`config.mk`:
```
export PLATFORM = sky130hd
export DESIGN_NAME = instr_fetch_queue
export DESIGN_NICKNAME = d
export VERILOG_FILES = /design/src/rtl/instr_fetch_queue_pkg.sv /design/src/rtl/instr_fetch_queue_fifo.sv /design/src/rtl/instr_fetch_queue.sv
export SDC_FILE = /design/constraint.sdc
export NUM_CORES = 1
export LEC_CHECK = 0
export ABC_AREA = 1
export BUFFER_PORTS_ARGS = -buffer_cell sky130_fd_sc_hd__buf_2
export CAP_MARGIN = 10
export CORE_MARGIN = 10
export CORE_UTILIZATION = 45
export DETAILED_ROUTE_END_ITERATION = 16
export RECOVER_POWER = 100
export SYNTH_ARGS = -nofsm -noshare
export SYNTH_HDL_FRONTEND = slang
export SYNTH_SLANG_ARGS = --single-unit
```
`constraint.sdc`:
```
create_clock -name clk -period 11.7 [get_ports clk]
set_clock_uncertainty 0.2 [all_clocks]
set_input_delay 0.585 -clock clk [delete_from_list [all_inputs] [get_ports clk]]
set_output_delay 0.585 -clock clk [all_outputs]
set_load 0.005 [all_outputs]
```
`src/rtl/instr_fetch_queue_pkg.sv`:
```
// ---------------------------------------------------------------------------
// instr_fetch_queue_pkg
// Shared core definitions for the instruction fetch queue slice.
//   CORE_XLEN     : default PC / address width
//   CORE_ILEN     : default instruction word width
//   fetch_entry_t : one queue entry, {pc, instr}
// ---------------------------------------------------------------------------
package instr_fetch_queue_pkg;

  localparam int unsigned CORE_XLEN = 32;
  localparam int unsigned CORE_ILEN = 32;

  // One committed fetch: the PC that was read and the word that came back.
  typedef struct packed {
    logic [CORE_XLEN-1:0] pc;
    logic [CORE_ILEN-1:0] instr;
  } fetch_entry_t;

endpackage

```
`src/rtl/instr_fetch_queue_fifo.sv`:
```
// ---------------------------------------------------------------------------
// fifo_sync
// Parameterised circular buffer with an occupancy count.
//   clk       : system clock
//   rst       : asynchronous active-high reset
//   clear_i   : synchronous clear of pointers and count (storage untouched)
//   push_i    : write wdata_i at the tail
//   pop_i     : retire the head entry (ignored while empty)
//   wdata_i   : entry to write
//   rdata_o   : head entry (valid whenever count_o != 0)
//   count_o   : number of stored entries, 0..DEPTH
//   dropped_o : a push arrived while full with no pop to make room
// ---------------------------------------------------------------------------
module fifo_sync #(
  parameter int unsigned WIDTH = 64,
  parameter int unsigned DEPTH = 4
) (
  input  logic                     clk,
  input  logic                     rst,
  input  logic                     clear_i,
  input  logic                     push_i,
  input  logic                     pop_i,
  input  logic [WIDTH-1:0]         wdata_i,
  output logic [WIDTH-1:0]         rdata_o,
  output logic [$clog2(DEPTH):0]   count_o,
  output logic                     dropped_o
);

  localparam int unsigned AW = $clog2(DEPTH);
  localparam int unsigned CW = AW + 1;

  logic [WIDTH-1:0] mem [DEPTH];

  logic [AW-1:0] rdPtr_q, rdPtr_d;
  logic [AW-1:0] wrPtr_q, wrPtr_d;
  logic [CW-1:0] count_q, count_d;

  logic isFull;
  logic isEmpty;
  logic popOk;
  logic pushOk;

  // Explicit wrap keeps the pointer arithmetic obvious to a reader.
  function automatic logic [AW-1:0] nextPtr(input logic [AW-1:0] p);
    return (p == AW'(DEPTH - 1)) ? '0 : p + 1'b1;
  endfunction

  // A push into a full buffer is only legal when the head leaves in the
  // same cycle; the freed slot is the one the write pointer points at.
  always_comb begin
    isFull    = (count_q == CW'(DEPTH));
    isEmpty   = (count_q == '0);
    popOk     = pop_i && !isEmpty;
    pushOk    = push_i && (!isFull || popOk);
    dropped_o = push_i && isFull && !popOk;
  end

  // Next-state for pointers and count; clear wins over everything.
  always_comb begin
    rdPtr_d = rdPtr_q;
    wrPtr_d = wrPtr_q;
    count_d = count_q;
    if (clear_i) begin
      rdPtr_d = '0;
      wrPtr_d = '0;
      count_d = '0;
    end else begin
      if (pushOk) wrPtr_d = nextPtr(wrPtr_q);
      if (popOk)  rdPtr_d = nextPtr(rdPtr_q);
      count_d = count_q + CW'(pushOk) - CW'(popOk);
    end
  end

  always_ff @(posedge clk or posedge rst) begin
    if (rst) begin
      rdPtr_q <= '0;
      wrPtr_q <= '0;
      count_q <= '0;
    end else begin
      rdPtr_q <= rdPtr_d;
      wrPtr_q <= wrPtr_d;
      count_q <= count_d;
    end
  end

  // Storage is never reset; the count alone says which slots are live.
  always_ff @(posedge clk) begin
    if (pushOk && !clear_i) mem[wrPtr_q] <= wdata_i;
  end

  assign rdata_o = mem[rdPtr_q];
  assign count_o = count_q;

endmodule

```
`src/rtl/instr_fetch_queue.sv`:
```
// ---------------------------------------------------------------------------
// instr_fetch_queue
// Decouples the fetch stage from decode. A read issued by fetch is tracked in
// a one-deep in-flight register; the returning word is paired with its PC and
// pushed into a FIFO whose head feeds decode.
//   clk, rst    : clock, asynchronous active-high reset
//   fetch_rd_en : fetch issued an instruction-memory read this cycle
//   fetch_pc    : PC of that read
//   imem_rdata  : instruction word, one cycle after fetch_rd_en
//   flush       : redirect; drops in-flight read, queue contents and any pop
//   halt        : backpressure to fetch (combinational)
//   dec_valid   : head entry available
//   dec_ready   : decode accepts the head entry
//   dec_instr   : head instruction
//   dec_pc      : head PC
//   count       : committed entries
//   ovf_err     : sticky, a push was lost to a full queue
// ---------------------------------------------------------------------------
module instr_fetch_queue
  import instr_fetch_queue_pkg::*;
#(
  parameter int unsigned XLEN  = CORE_XLEN,
  parameter int unsigned ILEN  = CORE_ILEN,
  parameter int unsigned DEPTH = 4
) (
  input  logic                   clk,
  input  logic                   rst,
  input  logic                   fetch_rd_en,
  input  logic [XLEN-1:0]        fetch_pc,
  input  logic [ILEN-1:0]        imem_rdata,
  input  logic                   flush,
  output logic                   halt,
  output logic                   dec_valid,
  input  logic                   dec_ready,
  output logic [ILEN-1:0]        dec_instr,
  output logic [XLEN-1:0]        dec_pc,
  output logic [$clog2(DEPTH):0] count,
  output logic                   ovf_err
);

  localparam int unsigned CW = $clog2(DEPTH) + 1;
  localparam int unsigned EW = XLEN + ILEN;

  logic            inflightV_q, inflightV_d;
  logic [XLEN-1:0] inflightPc_q, inflightPc_d;
  logic            ovfErr_q, ovfErr_d;

  logic            pushReq;
  logic            popReq;
  logic            dropped;
  logic [EW-1:0]   pushEntry;
  logic [EW-1:0]   headEntry;
  logic [CW-1:0]   fifoCount;
  logic [CW:0]     demand;

  // The in-flight register remembers which PC the next imem word belongs to.
  // A flush kills both the read being issued and the response arriving.
  always_comb begin
    inflightV_d  = fetch_rd_en && !flush;
    inflightPc_d = fetch_pc;
    pushReq      = inflightV_q && !flush;
    popReq       = dec_valid && dec_ready && !flush;
    pushEntry    = {inflightPc_q, imem_rdata};
    ovfErr_d     = ovfErr_q | dropped;
  end

  always_ff @(posedge clk or posedge rst) begin
    if (rst) begin
      inflightV_q  <= 1'b0;
      inflightPc_q <= '0;
      ovfErr_q     <= 1'b0;
    end else begin
      inflightV_q  <= inflightV_d;
      inflightPc_q <= inflightPc_d;
      ovfErr_q     <= ovfErr_d;
    end
  end

  fifo_sync #(
    .WIDTH (EW),
    .DEPTH (DEPTH)
  ) u_fifo (
    .clk       (clk),
    .rst       (rst),
    .clear_i   (flush),
    .push_i    (pushReq),
    .pop_i     (popReq),
    .wdata_i   (pushEntry),
    .rdata_o   (headEntry),
    .count_o   (fifoCount),
    .dropped_o (dropped)
  );

  // Halt counts everything that may still land in the queue: stored entries,
  // the read in flight and the read being issued now. Pops are deliberately
  // not credited so fetch's one-cycle reaction lag can never overflow it.
  always_comb begin
    demand = {1'b0, fifoCount} + (CW+1)'(inflightV_q) + (CW+1)'(fetch_rd_en);
    halt   = (demand >= (CW+1)'(DEPTH - 1));
  end

  assign count     = fifoCount;
  assign dec_valid = (fifoCount != '0);
  assign dec_pc    = headEntry[ILEN +: XLEN];
  assign dec_instr = headEntry[ILEN-1:0];
  assign ovf_err   = ovfErr_q;

endmodule

```
# == Yosys cells after proc, flatten, opt, wreduce, memory -nomap -nowiden ==
# Memories as Yosys holds them, arrays and structs flattened.
# Cells that the tools add are included.
# word_totals
elab_cells,45
input_bits,69
latchBits,0
output_inout_bits,70
mem_bits_rw,256
regBits,41
mem_bits_ro,0
memories,1
# classes
n_shift,0
n_div,0
n_mul,0
n_eq_ne,3
n_reduce_logical,18
muxes,9
n_addsub,6
bitwise,1
n_lt_le_gt_ge,1
# mem_list
name,depth,word_bits,rd,rd_clocked_by_memory_dff,wr,line_no,source
u_fifo.mem,4,64,1,0,1,instr_fetch_queue_fifo.sv:32,logic [WIDTH-1:0] mem [DEPTH];
# op_table
cell,count
2-bit two-way mux,6
1-bit logical AND,9
2-bit by 1-bit adder with 2-bit output (second input constant),2
3-bit by 1-bit adder with 4-bit output,1
4-bit by 1-bit adder with 4-bit output,1
2-bit equality test (second input constant),2
4-bit by 2-bit >= comparator with 1-bit output (second input constant),1
1-bit logical NOT,4
2-bit nonzero test,2
3-bit by 1-bit adder with 3-bit output,1
3-bit equality test (second input constant),1
3-bit logical NOT,1
3-bit two-way mux,1
3-bit nonzero test,1
3-bit by 1-bit subtractor with 3-bit output,1
1-bit two-way mux,2
1-bit logical OR,1
1-bit bitwise OR,1

# == Depth between registers and ports, before layout ==
# Gate-level depths: netlist of run 1.
# depth
word_depth,9
mapped_depth,10
mapped_depth_nobuf,10

# == Modules after synthesis ==
# Synthesis of run 1 repeated with hierarchy kept, for this count alone.
# hier_totals
cells_unflattened,737
hier_area_um2,11004.3
# by_module_without_submodules
mod,instances,seq_area_each_um2,cells_per_inst,area_each_um2
fifo_sync,1,7862.5,683,10039.6
instr_fetch_queue,1,850.8,54,964.7

# == Worst setup path after synthesis of run 1 ==
# OpenSTA, ideal clock, no wires.
# synth_path
path_type,input-to-reg
startpoint,input flush
endpoint,"memory u_fifo.mem[0][0], enable pin"
required_time_ns,11.014
slack_ns,7.322
path_buffers,0
setup_time_ns,0.486
arrival_time_ns,3.691
cell_stages,5
path_cell_list,inv_2 > nand2_1 > nand3_1 > nand2_2 > nor2_1
# synth_via
elab_chain_cells,8
elab_cells_between_ends,9
cone_classes,2 x mux; 7 x reduce/logical
# synth_rtl
item,line_no,source
from (decl),instr_fetch_queue.sv:31,"input logic flush,"
1-bit logical NOT *,"instr_fetch_queue_fifo.sv:88, instr_fetch_queue.sv:61, instr_fetch_queue.sv:62",
1-bit logical AND,instr_fetch_queue.sv:62,popReq = dec_valid && dec_ready && !flush;
1-bit logical AND,instr_fetch_queue_fifo.sv:53,popOk = pop_i && !isEmpty;
1-bit logical OR,instr_fetch_queue_fifo.sv:54,pushOk = push_i && (!isFull || popOk);
1-bit logical AND,instr_fetch_queue_fifo.sv:54,
1-bit logical AND *,instr_fetch_queue_fifo.sv:88,if (pushOk && !clear_i) mem[wrPtr_q] <= wdata_i;
1-bit two-way mux *,instr_fetch_queue_fifo.sv:88,
1-bit two-way mux (implied by the code) *,instr_fetch_queue_fifo.sv:88,
to (decl),instr_fetch_queue_fifo.sv:32,
# Every way passes the cells marked *; elsewhere a longest branch is shown, timed or not.

# == Final worst setup path of run 1 ==
# layout_path
startpoint,register u_fifo.count_q[0] (netlist: u_fifo.count_o[0])
endpoint,"memory u_fifo.mem[0][4], enable pin"
# layout_via
elab_chain_cells,9
elab_cells_between_ends,13
cone_classes,1 x eq/ne; 2 x mux; 10 x reduce/logical
# layout_rtl
item,line_no,source
from (decl),instr_fetch_queue_fifo.sv:36,"logic [CW-1:0] count_q, count_d;"
from (signal assigned),instr_fetch_queue_fifo.sv:82,count_q <= count_d;
3-bit nonzero test,instr_fetch_queue.sv:103,assign dec_valid = (fifoCount != '0);
1-bit logical AND (2 in series),instr_fetch_queue.sv:62,
1-bit logical AND,instr_fetch_queue_fifo.sv:53,
1-bit logical OR *,instr_fetch_queue_fifo.sv:54,
1-bit logical AND *,instr_fetch_queue_fifo.sv:54,
1-bit logical AND *,instr_fetch_queue_fifo.sv:88,
1-bit two-way mux *,instr_fetch_queue_fifo.sv:88,
1-bit two-way mux (implied by the code) *,instr_fetch_queue_fifo.sv:88,
# Marks and branches as above.

==> summary.md, run 1 <==
| Metric | Value |
|---|---|
| Status | finished with violations |
| Failing checks | max-capacitance violations, max-slew violations |
| Cell count after synthesis | 723 |
| Sequential area share after synthesis | 79.5% |
| Setup TNS | 0 ns |
| Seq cells post-synth | 297 |
| Core ar. | 24200 µm² |
| Area leader, netlist | edfxtp_1 |
| Syn_area_per_cell | 15.2 µm² |
| Power Dens Cells | 186 nW/µm² |
| Top_reg_cell synth | edfxtp_1 |
| Minimum clock period | 5.37 ns |
| Routed len/inst | 18.8 µm |
| Vias in the first global route | 6600 |
| Ys Warns | 0 |
| Area grow syn2layout | 18.1% |
| Synth unique cells | 23 |
| Synth Net Count | 802 |
| VDD IR-drop max | 0.000127 V |
| First-pass GRT wire length | 36700 µm |
| Synth top area share | 70.1% |
| Cell Area, Synth | 11000 µm² |
| Std-Cell Rows | 57 |
| CTS sink cnt | 297 |
| Final setup viols | 0 |
| Count leader, synth | edfxtp_1 |
| Least-Margin Pin Slew | 3.13 ns |
| Post-DR vias/cell | 5.13 |
| Async SR Flop Fraction | 13.8% |
| Max-cap violations | 10 |
| Clk buf depth | 3 |
| Layout cells sized above 1 | 10.6% |
| N_diodes | 0 |
| Setup Buffers After CTS | 0 |
| I/O Buffers | 138 |
| Iter 0 DRT Violations | 447 |
| Main area contributors after synthesis | edfxtp_1 (70%), dfrtp_1 (9.4%), nor2_1 (4.8%) |
| Total Wirelength | 23400 µm |
| Hold WS | 0.0817 ns |
| Die W | 176 µm |
| Root buf cell | clkbuf_16 |
| RSZ-0062 raised after global routing | no |
| Initial Utilization | 45.3% |
| Crit path launch type | flop |
| Die height | 176 µm |
| Hold Path Class | in -> reg |
| Hold Fails Final Rpt | 0 |
| Grt ovf | 0 |
| CP Class | reg -> reg |
| Fin nets | 972 |
| Period utilization | 45.9% |
| Pre-CTS WS | 8.19 ns |
| Worst setup EP type | flop |
| Gr usage total | 14.8% |
| FMAX | 0.186 GHz |
| Pins Over Slew Limit | 377 |
| Post-DRT Antenna Nets | 0 |
| Num ports | 139 |
| H-tree Lvls | 1 |
| Required time of the critical path | 11.60 ns |
| Critical path data arrival time | 5.27 ns |
| Die ar. | 31000 µm² |
| HPWL after DPL | 13100 µm |
| Clock transition at path regs | 0.06 ns |
| Leading cell types by count after synthesis | edfxtp_1 (256), nor2_1 (140), o21ai_0 (72) |
| Leakage Power | 4.45 nW |
| Gpl congestion | 0.743 |
| DRC Markers | 0 |
| Num CTS Buffers | 30 |
| Post-placement cell count | 1153 |
| Post-synth EDFFs | 256 |
| Drt pass-1 iters | 4 |
| CTS tree | built |
| Post-Layout Cell Count | 1241 |
| Vias | 6361 |
| Final WS setup | 6.33 ns |
| Rel. slew slack | -108% |
| Largest net degree at the start of global routing | 80 |
| Max Fanout on Critical Path | 39 |
| Skew-Pair Late Insertion Delay | 0.55 ns |
| Initial antenna violation count | 1 |
-- logic make-up after synthesis --
logic type / count (synthesis) / share of synthesized area [%]
simple gates: 161 / 5.65
xor+xnor: 3 / 0.240
buf+inv: 59 / 3.23
fa+ha+maj: 10 / 1.28
compound gates: 193 / 10.1
flops: 297 / 79.5
-- per-layer routing --
| layer | track usage, % | part of all wire (%) |
|---|---|---|
| met5 | 0 | 0.051 |
| met1 | 19.4 | 45 |
| met3 | 3.59 | 7.0 |
| met2 | 24.2 | 46 |
| met4 | 3.92 | 2.1 |
-- worst paths after layout --
path                                    from                end  slack, ns  cells after the start
hold / removal                   fetch_rd_en        inflightV_q       0.08                      3
max in group asynchronous                rst  u_fifo.rdPtr_q[0]       8.71                      3
setup / recovery           u_fifo.count_o[0]   u_fifo.mem[0][4]       6.33                      5
setup reg to reg           u_fifo.count_o[0]   u_fifo.mem[0][4]       6.33                      5
hold reg to reg             inflightPc_q[30]  u_fifo.mem[2][62]       0.29                      0
min in group asynchronous                rst   inflightPc_q[15]       0.79                      3
-- cell type report --
class	count	area, µm²
repair buffers	179	920
clock inverters	9	66.3
multi-input cells	367	1890
inverters	18	70.1
fillers	2056	11200
well taps	324	405
flip-flops and latches	297	8720
clock buffers	47	876
-- metrics by stage --
stage | utilization [%] | cell area, µm² | power, mW
2_1_floorplan | - | 11000 | 1.42
3_3_place_gp | 49.1 | 11900 | 1.54
3_5_place_dp | 49.1 | 11900 | 1.54
4_1_cts | 54.3 | 13100 | 2.45
5_1_grt | 53.6 | 12900 | 2.51
6_report | 53.6 | 12900 | 2.41
-- report_power, final --
group	internal [mW]	switching (mW)
clock network	0.532	0.370
registers	1.19	0.0297
logic	0.101	0.186
total	1.82	0.586
-- sequential cells by signal, indices dropped and copies added, names as in the netlist --
register        count
u_fifo.mem        256
inflightPc_q       32
u_fifo.count_o      3
u_fifo.rdPtr_q      2
u_fifo.wrPtr_q      2
inflightV_q         1
ovf_err             1
-- layout by cell type, fill, tap and decap left out, drive strengths merged, types with 8 or more instances in the layout --
cell           n
buf           32
clkbuf       162
clkinv         9
dfrtp         41
dlygate4sd3   32
edfxtp       256
ha             8
inv           17
nand2         12
nand3          8
nor2         140
o21ai        128
o22ai         64
-- repair_timing --
action | CTS | global route
resized for setup | 0 | 0
hold endpoints to repair | 32 | 0
hold buffers | 32 | 0
-- critical path: stages (launching register included) --
cell and delay [ns]:
dfrtp_1 0.45, nor2_1 0.10, nand3_1 0.15, nand2_1 0.20, nor2_1 1.80, clkbuf_1 1.99
Power figures use the tool's default switching activity.
==> run 2, diff against run 1 <==
--- a/config.mk
+++ b/config.mk
@@ -5,7 +5,7 @@
 export SDC_FILE = /design/constraint.sdc
 export NUM_CORES = 1
 export LEC_CHECK = 0
-export ABC_AREA = 1
+export ABC_AREA = 0
 export BUFFER_PORTS_ARGS = -buffer_cell sky130_fd_sc_hd__buf_2
 export CAP_MARGIN = 10
 export CORE_MARGIN = 10
==> constraint.sdc (replaced) <==
create_clock -name clk -period 5.1 [get_ports clk]
set_clock_uncertainty 0.2 [all_clocks]
set_input_delay 0.255 -clock clk [delete_from_list [all_inputs] [get_ports clk]]
set_output_delay 0.255 -clock clk [all_outputs]
set_load 0.005 [all_outputs]
==> summary.md, run 2 <==
| Metric | Value |
|---|---|
| Status | finished with violations |
| Failing checks | max-capacitance violations, max-slew violations |
| Post-DRT Antenna Nets | 0 (unchanged) |
| Count leader, synth | edfxtp_1 |
| Async SR Flop Fraction | 13.8% (unchanged) |
| I/O Buffers | 138 (unchanged) |
| Synth top area share | 72.2% (+2.1 points) |
| Max reg flops | 256 (unchanged) |
| Syn_area_per_cell | 25.2 µm² (+66%) |
| Drt pass-1 iters | 4 (unchanged) |
| H-tree Lvls | 1 (unchanged) |
| Skew-Pair Late Insertion Delay | 0.54 ns (about the same) |
| Pins Over Slew Limit | 302 (-20%) |
| Initial antenna violation count | 1 (unchanged) |
| HPWL after DPL | 11100 µm (-15%) |
| Grt ovf | 0 (unchanged) |
| FMAX | 0.284 GHz (+53%) |
| Synth unique cells | 25 (+8.7%) |
| Fin nets | 725 (-25%) |
| Commonest non-fill, non-tap cell in the layout | edfxtp_1 |
| Period utilization | 69.0% (+23 points) |
| Clk buf depth | 3 (unchanged) |
| Reg with most FFs | u_fifo.mem |
| Hold Path Class | in -> reg |
| Main area contributors after synthesis | edfxtp_1 (72%), mux4_2 (14%), dfrtp_1 (9.6%) |
| Setup TNS | 0 ns (unchanged) |
| VDD IR-drop max | 0.000212 V (+66%) |
| Sequential area share after synthesis | 81.9% (+2.4 points) |
| DRC Markers | 0 (unchanged) |
| Post-DR vias/cell | 4.93 (-3.8%) |
| Tot Pwr | 5.53 mW (+130%) |
| Most frequent cells in the layout | edfxtp_1 (256), clkbuf_1 (111), dlygate4sd3_1 (69) |
| Die ar. | 30200 µm² (-2.6%) |
| Seq cells post-synth | 297 (unchanged) |
| Power Dens Cells | 421 nW/µm² (+130%) |
| CP Class | reg -> reg |
| Worst setup EP type | flop |
| Synth Net Count | 501 (-38%) |
| Total Wirelength | 19900 µm (-15%) |
| Std-Cell Rows | 56 (-1.8%) |
| Pre-CTS WS | 2.21 ns (-5.98 ns) |
| Leakage Power | 4.35 nW (-2.4%) |
| Ys Warns | 0 (unchanged) |
| Max incr delay on CP | 1.46 ns (-0.53 ns) |
| Design area | 13100 µm² (+1.5%) |
| CTS sink cnt | 297 (unchanged) |
| Gr usage total | 13.0% (-1.8 points) |
| Post-Layout Cell Count | 989 (-20%) |
| Num ports | 139 (unchanged) |
| Num CTS Buffers | 29 (-3.3%) |
| Clock transition at path regs | 0.06 ns (about the same) |
| Placed inst area | 11600 µm² (-1.9%) |
| Cell count after synthesis | 422 (-42%) |
| Initial Utilization | 45.5% (+0.14 points) |
| Minimum clock period | 3.52 ns (-1.85 ns) |
| Die height | 174 µm (-1.3%) |
| Max-cap violations | 5 (-5) |
| Die W | 174 µm (-1.3%) |
| Least-Margin Pin Slew | 1.84 ns (-1.28 ns) |
| Storage cell area | 8720 µm² (about the same) |
| CTS tree | built |
| Post-synth EDFFs | 256 (unchanged) |
| Hold Fails Final Rpt | 0 (unchanged) |
| Critical path data arrival time | 3.42 ns (-1.85 ns) |
| First-pass GRT wire length | 31100 µm (-15%) |
| Vias in the first global route | 5669 (-14%) |
| Leading cell types by count after synthesis | edfxtp_1 (256), mux4_2 (64), dfrtp_1 (41) |
| Top_reg_cell synth | edfxtp_1 |
| RSZ-0062 raised after global routing | no |
| Max Fanout on Critical Path | 64 (+64%) |
| Iter 0 DRT Violations | 330 (-26%) |
| Post-placement cell count | 865 (-25%) |
| Largest net degree at the start of global routing | 67 (-16%) |
| # resized after CTS | 0 (unchanged) |
| Gpl congestion | 0.706 (-5.0%) |
| Core ar. | 23400 µm² (-3.2%) |
| Filler Cells Inserted | 1805 (-12%) |
| Cell Area, Synth | 10600 µm² (-2.9%) |
| Layout cells sized above 1 | 23.0% (+12 points) |
| Rel. slew slack | -22.8% (+86 points) |
| Required time of the critical path | 5.00 ns (-6.60 ns) |
| Vias | 4877 (-23%) |
| Routed len/inst | 20.1 µm (+6.6%) |
| Area leader, netlist | edfxtp_1 |
| Worst path slowest cell | and2_2 |
| Multi-input logic area | 1770 µm² (-6.5%) |
| Final WS setup | 1.58 ns (-4.75 ns) |
| Final setup viols | 0 (unchanged) |
| Crit path launch type | flop |
| Crit path cell chain | nor4b_1 > nor3b_1 > and2_2 |
| Area grow syn2layout | 23.5% |
| Root buf cell | clkbuf_16 |
run 2: changes by cell type after synthesis, sizes merged, moves of 2 or more:
cell	change
buf	-18
mux2	+2
clkbuf	-8
o22ai	-64
mux4	+64
nand2	-12
and2	+4
nor2b	+2
nand3	-7
xnor2	-2
o211ai	+2
nor2	-134
o21ai	-125
inv	-10
run 2: final cells by class:
class,count,share of cell area (%)
antenna,1,0.0190
sequential,297,66.3
inverter,8,0.228
clock inverter,13,1.10
timing repair buffer,208,9.57
clock buffer,41,6.24
tap,319,3.04
multi-input combinational,102,13.5
run 2: repair_timing:
| action | 4_1_cts | 5_1_grt |
|---|---|---|
| setup buffers | 0 | 0 |
| hold buffers | 69 | 0 |
| hold endpoints to repair | 209 | 0 |
| setup endpoints to repair | 0 | 0 |
run 2: critical path, delay by kind of cell, from the launching register on:
kind             cells  cell delay, ns
flip-flops           1            0.44
AND/OR/NAND/NOR      3            2.37
run 2: where the power goes:
part	switching, mW	internal (mW)
Clock	0.835	1.27
Sequential	0.125	2.71
Combinational	0.241	0.346
Total	1.20	4.33
run 2: logic make-up after synthesis:
kind of cell	count (synthesis)	share of synthesized area [%]
compound gates	8	0.529
xor+xnor	2	0.165
fa+ha+maj	10	1.32
buf+inv	23	1.32
flops	297	81.9
mux	66	13.8
simple gates	16	1.06
run 2: path summary, 6_finish.rpt:
check,startpoint,end,slack [ns],depth (start not counted)
max in group asynchronous,rst,u_fifo.rdPtr_q[0],2.71,3
hold reg to reg,inflightPc_q[17],u_fifo.mem[1][49],0.28,0
setup / recovery,u_fifo.count_o[2],u_fifo.mem[2][4],1.58,3
hold / removal,fetch_pc[15],inflightPc_q[15],0.15,2
setup reg to reg,u_fifo.count_o[2],u_fifo.mem[2][4],1.58,3
min in group asynchronous,rst,u_fifo.wrPtr_q[1],0.67,3
run 2: stage by stage:
step	util [%]	hold WS, ns
after global routing	56.2	0.146
after floorplan	-	0.0864
after detailed placement	49.8	0.164
after CTS	56.9	0.125
final	56.2	0.149
after global placement	49.8	0.163
run 2: metal layers:
layer  share of wire, %  global-route usage [%]
met3                4.9                    3.03
met1                 43                    16.4
met2                 51                    22.2
met4                1.4                    3.21
met5                  0                       0
==> run 3, diff against run 2 <==
==> constraint.sdc (replaced) <==
create_clock -name clk -period 3.35 [get_ports clk]
set_clock_uncertainty 0.2 [all_clocks]
set_input_delay 0.1675 -clock clk [delete_from_list [all_inputs] [get_ports clk]]
set_output_delay 0.1675 -clock clk [all_outputs]
set_load 0.005 [all_outputs]
==> summary.md, run 3 (synthesized netlist as in run 2, its figures left out) <==
| Metric | Value |
|---|---|
| Status | finished, final reports clean |
| DRC Markers | 0 (unchanged) |
| Hold Path Class | in -> reg |
| # resized after CTS | 0 (unchanged) |
| Required time of the critical path | 3.31 ns (-1.69 ns) |
| Layout cells sized above 1 | 21.6% (-1.4 points) |
| Clock transition at path regs | 0.06 ns (about the same) |
| Max-cap violations | 0 (-5) |
| Worst setup EP type | flop |
| Vias in the first global route | 5778 (+1.9%) |
| Crit path launch type | flop |
| CTS sink cnt | 297 (unchanged) |
| Switching power | 1.82 mW (+52%) |
| Grt ovf | 0 (unchanged) |
| Initial antenna violation count | 1 (unchanged) |
| Num ports | 139 (unchanged) |
| Post-CTS Hold Fix Bufs | 69 (unchanged) |
| Root buf cell | clkbuf_16 |
| Least-Margin Pin Slew | 1.36 ns (-0.478 ns) |
| CP startpoint | u_fifo.count_o[2] |
| Switching part of the total power | 22.3% (+0.64 points) |
| Worst path slowest cell | nor3b_1 |
| Final setup viols | 0 (unchanged) |
| Met1 track utilization from global routing | 17.3% (+0.90 points) |
| I/O Buffers | 138 (unchanged) |
| R2r startpoint | u_fifo.count_o[2] |
| Num CTS Buffers | 29 (unchanged) |
| Routed len/inst | 20.5 µm (+2.3%) |
| GRT Max-Usage Layer | met2 |
| Vias | 4968 (+1.9%) |
| Die W | 174 µm (unchanged) |
| Total Wirelength | 20400 µm (+2.9%) |
| Final WS setup | 0.468 ns (-1.11 ns) |
| Gpl congestion | 0.764 (+8.2%) |
| Clk pwr share | 35.6% (-2.5 points) |
| Rel. slew slack | 9.09% (+32 points) |
| Largest net degree at the start of global routing | 67 (unchanged) |
| Power Dens Cells | 620 nW/µm² (+47%) |
| Crit path cell chain | nor4b_1 > nor3b_1 > and2_4 > clkbuf_4 |
| Most frequent cells in the layout | edfxtp_1 (256), clkbuf_1 (118), dlygate4sd3_1 (69) |
| Die height | 174 µm (unchanged) |
| Max incr delay on CP | 0.74 ns (-0.72 ns) |
| RSZ-0062 raised after global routing | no |
| Seq pwr share | 52.2% (+0.9 points) |
| FMAX | 0.347 GHz (+22%) |
| Die ar. | 30200 µm² (unchanged) |
| Routing usage on met2 | 22.7% (+0.45 points) |
| Iter 0 DRT Violations | 297 (-10%) |
| Max Fanout on Critical Path | 31 (-52%) |
| HPWL after DPL | 12300 µm (+10%) |
| CTS tree | built |
| Met3 Track Usage GR | 3.62% (+0.59 points) |
| Post-DRT Antenna Nets | 0 (unchanged) |
| CP top delay family | simple AND/OR/NAND/NOR gates |
| Area grow syn2layout | 23.3% |
| Pins Over Slew Limit | 0 (-100%) |
| Skew-Pair Late Insertion Delay | 0.52 ns (-0.02 ns) |
| H-tree Lvls | 1 (unchanged) |
| CP Class | reg -> reg |
| Hold_sp | fetch_pc[17] |
| Fin nets | 732 (+0.97%) |
| Core ar. | 23400 µm² (unchanged) |
| Clk buf depth | 3 (unchanged) |
| Std-Cell Rows | 56 (unchanged) |
| VDD IR-drop max | 0.000369 V (+74%) |
| Reg with most FFs | u_fifo.mem |
| Setup TNS | 0 ns (unchanged) |
| Minimum clock period | 2.88 ns (-0.638 ns) |
| Period utilization | 86.0% (+17 points) |
| Pre-CTS WS | 0.924 ns (-1.29 ns) |
| Max reg flops | 256 (unchanged) |
| Setup Buffers After CTS | 0 (unchanged) |
| Drt pass-1 iters | 5 (+1) |
| Int Pwr | 6.32 mW (+46%) |
| First-pass GRT wire length | 32500 µm (+4.6%) |
| Gr usage total | 13.6% (+0.58 points) |
| Filler Cells Inserted | 1845 (+2.2%) |
| Critical path data arrival time | 2.84 ns (-0.58 ns) |
| Gate power share | 12.2% (+1.6 points) |
| Leakage Power | 4.32 nW (-0.55%) |
| Post-DR vias/cell | 4.99 (+1.3%) |
| Initial Utilization | 45.5% (unchanged) |
| Commonest non-fill, non-tap cell in the layout | edfxtp_1 |
| Buf/Inv on CP | 1 (+1) |
| Hold Fails Final Rpt | 0 (unchanged) |
run 3: changes by cell type in the layout (fill, tap and decap cells not counted), moves of 4 or more:
cell,change
and2_2,-4
and2_4,+4
buf_12,+4
clkbuf_1,+7
clkinv_1,+6
run 3: worst register-to-register path: stages, from the launching register on:
cell and delay (ns):
dfrtp_1 0.43, nor4b_1 0.19, nor3b_1 0.74, and2_4 0.41, clkbuf_4 0.53
run 3: layout make-up:
cell class,instances,area (µm²),share of cell area [%]
Antenna cell,1,2.50,0.0191
Clock buffer,42,805,6.13
Clock inverter,11,46.3,0.353
Inverter,8,30.0,0.229
Multi-Input combinational cell,102,1770,13.5
Sequential cell,297,8720,66.4
Tap cell,319,399,3.04
Timing Repair Buffer,215,1350,10.3
run 3: power by group through the flow:
stage               registers [mW]  clock network [mW]  logic (mW)
CTS                           4.26                2.97        1.10
global placement              4.33                   0        1.02
global route                  4.27                3.14        1.10
finish                        4.25                2.90       0.997
detailed placement            4.34                   0        1.03
floorplan                     4.25                   0       0.687
run 3: final timing paths:
check                                     to  slack, ns  depth (start not counted)
max                        u_fifo.mem[2][24]       0.47                          4
max in group asynchronous    inflightPc_q[0]       1.26                          4
max reg2reg                u_fifo.mem[2][24]       0.47                          4
min                         inflightPc_q[17]       0.08                          2
min in group asynchronous   inflightPc_q[29]       0.42                          3
min reg2reg                          ovf_err       0.27                          1
run 3: through the flow:
step	std cells	total power, mW	util (%)	area [µm²]	hold slack [ns]
global route	995	8.51	56.1	13100	0.0625
detailed placement	872	5.36	50.3	11800	0.0769
floorplan	422	4.94	-	10600	-0.00107
global placement	872	5.35	50.3	11800	0.0752
CTS	994	8.33	56.9	13300	0.0513
finish	995	8.14	56.1	13100	0.0773
run 3: metal layers:
| metal | part of all wire (%) | wire, µm | vias up |
|---|---|---|---|
| li1 | - | - | 2217 |
| met1 | 42 | 8660 | 2593 |
| met2 | 50 | 10300 | 131 |
| met3 | 5.7 | 1160 | 27 |
| met4 | 1.6 | 317 | 0 |
| met5 | 0 | 0 | - |
